File: src/rtl/uart_tx_buffered_pkg.sv
// Shared UART transmit constants and FSM state encoding.
// Latency: n/a (declarations only).
// Backpressure: n/a.
package uart_tx_buffered_pkg;

    typedef enum logic [1:0] {TX_IDLE, TX_START, TX_DATA, TX_STOP} uart_tx_state_t;

    localparam int UART_DATA_BITS = 8;

endpackage

File: src/rtl/uart_tx_buffered_fifo.sv
// Generic synchronous FIFO with registered storage and an occupancy counter.
// Latency: a pushed entry is visible on rdata the cycle after the push edge.
// Backpressure: push ignored while full (even with a same-cycle pop); pop ignored while empty.
//
// Ports: clk/rst (sync, active-high); push/wdata write side; pop/rdata read side
// (rdata is the current head, combinational); full, empty, count (occupancy).
module sync_fifo #(
    parameter int WIDTH      = 8,
    parameter int DEPTH_LOG2 = 4
) (
    input  logic                  clk,
    input  logic                  rst,
    input  logic                  push,
    input  logic [WIDTH-1:0]      wdata,
    input  logic                  pop,
    output logic [WIDTH-1:0]      rdata,
    output logic                  full,
    output logic                  empty,
    output logic [DEPTH_LOG2:0]   count
);

    localparam int DEPTH = 1 << DEPTH_LOG2;
    localparam logic [DEPTH_LOG2:0] FULL_CNT = (DEPTH_LOG2 + 1)'(DEPTH);

    logic [WIDTH-1:0]       r_mem [DEPTH];
    logic [DEPTH_LOG2-1:0]  r_wr_ptr;
    logic [DEPTH_LOG2-1:0]  r_rd_ptr;
    logic [DEPTH_LOG2:0]    r_count;
    logic                   w_push;
    logic                   w_pop;

    assign full   = (r_count == FULL_CNT);
    assign empty  = (r_count == '0);
    assign count  = r_count;
    assign rdata  = r_mem[r_rd_ptr];
    assign w_push = push && !full;
    assign w_pop  = pop && !empty;

    // Storage needs no reset: occupancy alone decides what is valid.
    always_ff @(posedge clk) begin
        if (w_push) begin
            r_mem[r_wr_ptr] <= wdata;
        end
    end

    always_ff @(posedge clk) begin
        if (rst) begin
            r_wr_ptr <= '0;
            r_rd_ptr <= '0;
            r_count  <= '0;
        end else begin
            if (w_push) begin
                r_wr_ptr <= r_wr_ptr + 1'b1;
            end
            if (w_pop) begin
                r_rd_ptr <= r_rd_ptr + 1'b1;
            end
            case ({w_push, w_pop})
                2'b10:   r_count <= r_count + 1'b1;
                2'b01:   r_count <= r_count - 1'b1;
                default: r_count <= r_count;
            endcase
        end
    end

endmodule

File: src/rtl/uart_tx_buffered.sv
// Buffered 8N1 UART transmitter: FIFO-queued bytes serialised on txd, LSB first.
// Latency: push into empty FIFO while idle at edge N -> start bit on txd after edge N+2.
// Backpressure: wready = FIFO not full; wvalid while !wready is dropped.
//
// Ports: clk, rst (sync, active-high); wdata/wvalid/wready push port; txd serial
// line (registered, idle high); busy; count (FIFO occupancy, excludes shifter);
// tx_done (one-cycle pulse aligned with the last cycle of each stop bit on txd).
module uart_tx_buffered
    import uart_tx_buffered_pkg::*;
#(
    parameter int CLK_PER_HALF_BIT = 434,
    parameter int FIFO_DEPTH_LOG2  = 4
) (
    input  logic                       clk,
    input  logic                       rst,
    input  logic [7:0]                 wdata,
    input  logic                       wvalid,
    output logic                       wready,
    output logic                       txd,
    output logic                       busy,
    output logic [FIFO_DEPTH_LOG2:0]   count,
    output logic                       tx_done
);

    localparam int BAUD_W = $clog2(2 * CLK_PER_HALF_BIT);
    localparam logic [BAUD_W-1:0] BAUD_LAST = BAUD_W'(2 * CLK_PER_HALF_BIT - 1);
    localparam logic [2:0] LAST_BIT = 3'(UART_DATA_BITS - 1);

    uart_tx_state_t              r_state;
    logic [BAUD_W-1:0]           r_baud_cnt;
    logic [2:0]                  r_bit_idx;
    logic [UART_DATA_BITS-1:0]   r_shift;
    logic                        r_txd;
    logic                        r_tx_done;

    logic                        w_fifo_full;
    logic                        w_fifo_empty;
    logic [7:0]                  w_fifo_rdata;
    logic [FIFO_DEPTH_LOG2:0]    w_fifo_count;
    logic                        w_bit_end;
    logic                        w_pop;

    assign w_bit_end = (r_baud_cnt == BAUD_LAST);
    // Pop when idle, or at the very end of a stop bit so frames run back-to-back.
    assign w_pop = !w_fifo_empty &&
                   ((r_state == TX_IDLE) || ((r_state == TX_STOP) && w_bit_end));

    sync_fifo #(
        .WIDTH      (8),
        .DEPTH_LOG2 (FIFO_DEPTH_LOG2)
    ) u_fifo (
        .clk   (clk),
        .rst   (rst),
        .push  (wvalid),
        .wdata (wdata),
        .pop   (w_pop),
        .rdata (w_fifo_rdata),
        .full  (w_fifo_full),
        .empty (w_fifo_empty),
        .count (w_fifo_count)
    );

    // txd and tx_done are registered from the current state, so the line
    // trails the FSM by one cycle.
    always_ff @(posedge clk) begin
        if (rst) begin
            r_state    <= TX_IDLE;
            r_baud_cnt <= '0;
            r_bit_idx  <= '0;
            r_shift    <= '0;
            r_txd      <= 1'b1;
            r_tx_done  <= 1'b0;
        end else begin
            r_tx_done <= 1'b0;
            case (r_state)
                TX_IDLE: begin
                    r_txd      <= 1'b1;
                    r_baud_cnt <= '0;
                    if (!w_fifo_empty) begin
                        r_shift <= w_fifo_rdata;
                        r_state <= TX_START;
                    end
                end
                TX_START: begin
                    r_txd <= 1'b0;
                    if (w_bit_end) begin
                        r_baud_cnt <= '0;
                        r_bit_idx  <= '0;
                        r_state    <= TX_DATA;
                    end else begin
                        r_baud_cnt <= r_baud_cnt + 1'b1;
                    end
                end
                TX_DATA: begin
                    r_txd <= r_shift[0];
                    if (w_bit_end) begin
                        r_baud_cnt <= '0;
                        r_shift    <= r_shift >> 1;
                        r_bit_idx  <= r_bit_idx + 1'b1;
                        if (r_bit_idx == LAST_BIT) begin
                            r_state <= TX_STOP;
                        end
                    end else begin
                        r_baud_cnt <= r_baud_cnt + 1'b1;
                    end
                end
                TX_STOP: begin
                    r_txd <= 1'b1;
                    if (w_bit_end) begin
                        r_tx_done  <= 1'b1;
                        r_baud_cnt <= '0;
                        if (!w_fifo_empty) begin
                            r_shift <= w_fifo_rdata;
                            r_state <= TX_START;
                        end else begin
                            r_state <= TX_IDLE;
                        end
                    end else begin
                        r_baud_cnt <= r_baud_cnt + 1'b1;
                    end
                end
                default: r_state <= TX_IDLE;
            endcase
        end
    end

    assign wready  = !w_fifo_full;
    assign txd     = r_txd;
    assign tx_done = r_tx_done;
    assign count   = w_fifo_count;
    assign busy    = (r_state != TX_IDLE) || (w_fifo_count != '0);

endmodule
File: config.mk
export PLATFORM = sky130hd
export DESIGN_NAME = uart_tx_buffered
export DESIGN_NICKNAME = d
export VERILOG_FILES = /design/src/rtl/uart_tx_buffered_pkg.sv /design/src/rtl/uart_tx_buffered_fifo.sv /design/src/rtl/uart_tx_buffered.sv
export SDC_FILE = /design/constraint.sdc
export NUM_CORES = 1
export LEC_CHECK = 0
export BUFFER_PORTS_ARGS = -buffer_cell sky130_fd_sc_hd__buf_2
export CAP_MARGIN = 40
export CORE_MARGIN = 10
export CORE_UTILIZATION = 62
export CTS_CLUSTER_DIAMETER = 40
export CTS_CLUSTER_SIZE = 25
export DETAILED_ROUTE_END_ITERATION = 8
export PLACE_DENSITY = 0.78
export SLEW_MARGIN = 20
export SYNTH_ARGS = -nofsm -noshare
export SYNTH_HDL_FRONTEND = slang
export SYNTH_SLANG_ARGS = --single-unit
File: constraint.sdc
create_clock -name clk -period 3.8 [get_ports clk]
set_input_delay 0.19 -clock clk [delete_from_list [all_inputs] [get_ports clk]]
set_output_delay 0.19 -clock clk [all_outputs]
set_load 0.02 [all_outputs]
==> summary.txt <==
Outcome
  • Status: finished clean

Timing
  • Final setup vio count: 0
  • Skew final: 0.01022 ns
  • Final slew viol count: 0
  • Worst relative slew slack: 0.4526
  • Fmax: 292.4 MHz
  • Final Worst Setup Slack: 0.3797 ns
  • Worst slew pin tran: 0.8180 ns
  • RSZ-0062 raised after global routing: no
  • Fin crit share: 0.9001
  • Final Hold Fails: 0
  • Fin Setup TNS: 0 ns
  • Post-layout min period: 3.420 ns

Placed design
  • Placed insts: 596
  • RePlAce Congestion: 0.7415
  • Setup WS pre-CTS: 0.3877 ns
  • Port-buffer cells: 19
  • HPWL Detailed: 8.440 mm

Critical path
  • Crit path arrival time: 3.74 ns
  • R2R Setup Slk: 0.38 ns
  • WP depth: 12
  • WS Path Type: flop to flop
  • CP max FO: 9
  • CP Buf/Inv Count: 0
  • CP top delay family: compound AO/OA/AOI/OAI gates
  • Critical-path cell list: ha_1 > or3b_4 > o41a_1 > nor2_2 > ha_1 > xor2_1 > ha_1 > a21o_1 > nand2_1 > a21o_1 > a31oi_1 > mux2_2
  • Worst r2r path cells: 12
  • Worst path max stage delay: 0.41 ns
  • CP required: 4.12 ns
  • Slowest library cell on the worst path: or3b_4
  • Startpoint Class: flop
  • FF-to-FF End: u_fifo.count[4]$_SDFFE_PP0P_
  • Most frequent CP cell: ha_1
  • Worst reg2reg startpoint: r_baud_cnt[0]$_SDFF_PP0_
  • Worst setup path startpoint: r_baud_cnt[0]$_SDFF_PP0_
  • CP endpoint kind: flop
  • CP Capture Point: u_fifo.count[4]$_SDFFE_PP0P_

Clock tree
  • Clock buffer count from CTS: 17
  • Maximum clock path buffer count: 2
  • Later-pin clock latency in the skew report: 0.43 ns
  • Setup bufs post-CTS: 0
  • Root buf cell: clkbuf_16
  • Post-CTS sizing: 0
  • Post-CTS Hold Buffers: 0
  • TritonCTS clock tree: yes
  • Clock-pin slew on the worst setup and hold paths: 0.07 ns
  • Clk sinks: 170
  • CTS H-tree depth: 4

Final layout
  • Most frequent cells in the layout: 128 x edfxtp_1, 41 x nor2_1, 41 x dfxtp_1, 31 x mux4_2, 19 x buf_2
  • Layout net count: 510
  • Ant. Diodes: 0
  • Share of cells above drive strength 1: 0.2424
  • Final Non-Filler Cells: 635
  • Final Core Density: 0.7214
  • Multi-input gate area: 0.002172 sq mm
  • # fillers: 675
  • Commonest non-fill, non-tap cell in the layout: edfxtp_1
  • Sequential cell area: 0.004686 sq mm
  • Area delta synth->final: 12.59%

Hold path
  • Worst hold path class: input port to flop

Pwr
  • Sequential group share of total power: 0.430
  • Pleak: 0.002672 uW
  • Sw Share: 0.3102
  • P_sw: 1628 uW
  • Gate power share: 0.263
  • Internal power: 3620 uW
  • Pwr dens: 665.3 mW/mm^2
  • Clk pwr share: 0.307
  • Max IR drop VDD: 0.5383 mV

Logic synthesis
  • Yosys cell types: 52
  • Avg Cell Area, Syn: 15.67 sq um
  • Synth Net Count: 475
  • Synthesized cell area: 0.007007 sq mm
  • Post-synth EDFFs: 128
  • Cells after synthesis: 447
  • YS warnings: 0
  • Flops & latches, synth: 170
  • Main synth FF type: edfxtp_1
  • Sequential fraction of the synthesis area: 0.6686
  • Post-synth ARST share: 0

Drt
  • Antenna Nets Post-Route: 0
  • Routed Wire Length: 12.87 mm
  • Remaining DRCs: 0
  • DR pass1 iterations: 4
  • 1st-iter DRT viols: 390
  • DR vias/cell: 6.006
  • DR vias: 3814
  • Drt wl/cell: 20.27 microns

Floorplanning
  • Total core area: 0.01094 sq mm
  • Die Width: 126.3 microns
  • Initial Utilization: 0.6407
  • Core Rows: 38
  • Die height: 126.3 microns
  • DIE AREA: 0.01595 sq mm
  • I/O pin count: 20

Global route
  • Global route total overflow: 0
  • Tot GR Track Use: 0.1683
  • Global-route wire length before repair: 20.91 mm
  • Pin count of the biggest net entering global routing: 31
  • Number of global-route vias before repair: 3874
  • Initial antenna violation count: 0

Job
  • Max-cap viol count: 0
-- Yosys cell counts (2+ instances only) --
cell,count,share of area
edfxtp_1,128,0.55
dfxtp_1,42,0.12
nor2_1,41,0.022
mux4_2,31,0.10
ha_1,17,0.030
nand2_1,17,0.0091
a21oi_1,15,0.011
a22oi_1,15,0.016
inv_1,12,0.0064
nor2b_1,11,0.0098
nor3_1,11,0.0079
clkbuf_1,10,0.0054
xnor2_1,10,0.012
xor2_1,8,0.010
a211oi_2,7,0.012
buf_2,6,0.0043
nand3_1,6,0.0043
o21ai_0,6,0.0043
nand2b_1,4,0.0036
a211oi_1,3,0.0032
and3_1,3,0.0027
buf_4,3,0.0032
mux2i_1,3,0.0043
nand4_1,3,0.0027
nor3_2,3,0.0043
a21o_1,2,0.0021
a31oi_1,2,0.0018
mux2_2,2,0.0032
nor4_1,2,0.0018
or3_1,2,0.0018
-- per-layer routing --
metal | GRT usage | share of wire | wire [microns]
met3 | 0.05664 | 0.058 | 751
met5 | 0 | 0 | 0
met2 | 0.2647 | 0.50 | 6480
met1 | 0.2087 | 0.42 | 5408
met4 | 0.07301 | 0.018 | 233
-- cell type report --
cell class                      count  area share
Clock buffer                       17     0.05393
Clock inverter                     15     0.01713
Inverter                           12    0.005710
Multi-Input combinational cell    244      0.2753
Sequential cell                   170      0.5940
Tap cell                          140     0.02220
Timing Repair Buffer               37     0.03172
-- worst register-to-register path, cell delays in order, from the launching register on --
cell,delay [ns]
dfxtp_1,0.38
ha_1,0.22
or3b_4,0.41
o41a_1,0.40
nor2_2,0.21
ha_1,0.38
xor2_1,0.19
ha_1,0.24
a21o_1,0.13
nand2_1,0.05
a21o_1,0.16
a31oi_1,0.19
mux2_2,0.35
-- logic make-up (layout without fill, tap and decap cells) --
family / after synthesis / in the layout / synth area share
xor+xnor: 18 / 18 / 0.02250
buf+inv: 33 / 81 / 0.02143
fa+ha+maj: 17 / 17 / 0.03036
compound gates: 60 / 60 / 0.06464
flops: 170 / 170 / 0.6686
mux: 36 / 36 / 0.1071
simple gates: 113 / 113 / 0.08536
-- metrics by stage --
step	hold WS, ns	area, sq um	total power, uW
2_1_floorplan	0.2889	7007	3367
3_3_place_gp	0.4429	7233	3602
3_5_place_dp	0.4597	7256	3658
4_1_cts	0.1188	7816	5258
5_1_grt	0.1306	7889	5519
6_report	0.1352	7889	5248
-- state kept, by name, indices dropped and copies added, names as in the netlist, named ones only --
register	count
u_fifo.r_wr_ptr	4
u_fifo.r_mem	128
u_fifo.r_rd_ptr	4
u_fifo.count	5
tx_done	1
r_shift	8
r_baud_cnt	10
txd	1
r_bit_idx	3
r_state	2
-- worst min path at each step --
stage                         startpoint                            end  slack (ns)  depth (start not counted)
6_report                        wdata[0]  u_fifo.r_mem[10][0]$_DFFE_PP_        0.14                          1
4_1_cts                         wdata[0]   u_fifo.r_mem[8][0]$_DFFE_PP_        0.12                          1
3_5_place_dp   r_bit_idx[1]$_SDFFE_PP0P_      r_bit_idx[1]$_SDFFE_PP0P_        0.46                          2
2_1_floorplan                   wdata[0]   u_fifo.r_mem[0][0]$_DFFE_PP_        0.29                          0
5_1_grt                         wdata[7]  u_fifo.r_mem[12][7]$_DFFE_PP_        0.13                          1
3_3_place_gp   r_bit_idx[1]$_SDFFE_PP0P_      r_bit_idx[1]$_SDFFE_PP0P_        0.44                          2
-- power by group through the flow --
stage | registers, uW | logic, uW | clock network [uW]
6_report | 2260 | 1380 | 1610
5_1_grt | 2280 | 1530 | 1710
4_1_cts | 2280 | 1350 | 1630
3_5_place_dp | 2320 | 1340 | 0
3_3_place_gp | 2310 | 1290 | 0
2_1_floorplan | 2270 | 1090 | 0
No activity file was read; power rests on OpenSTA's default activity.
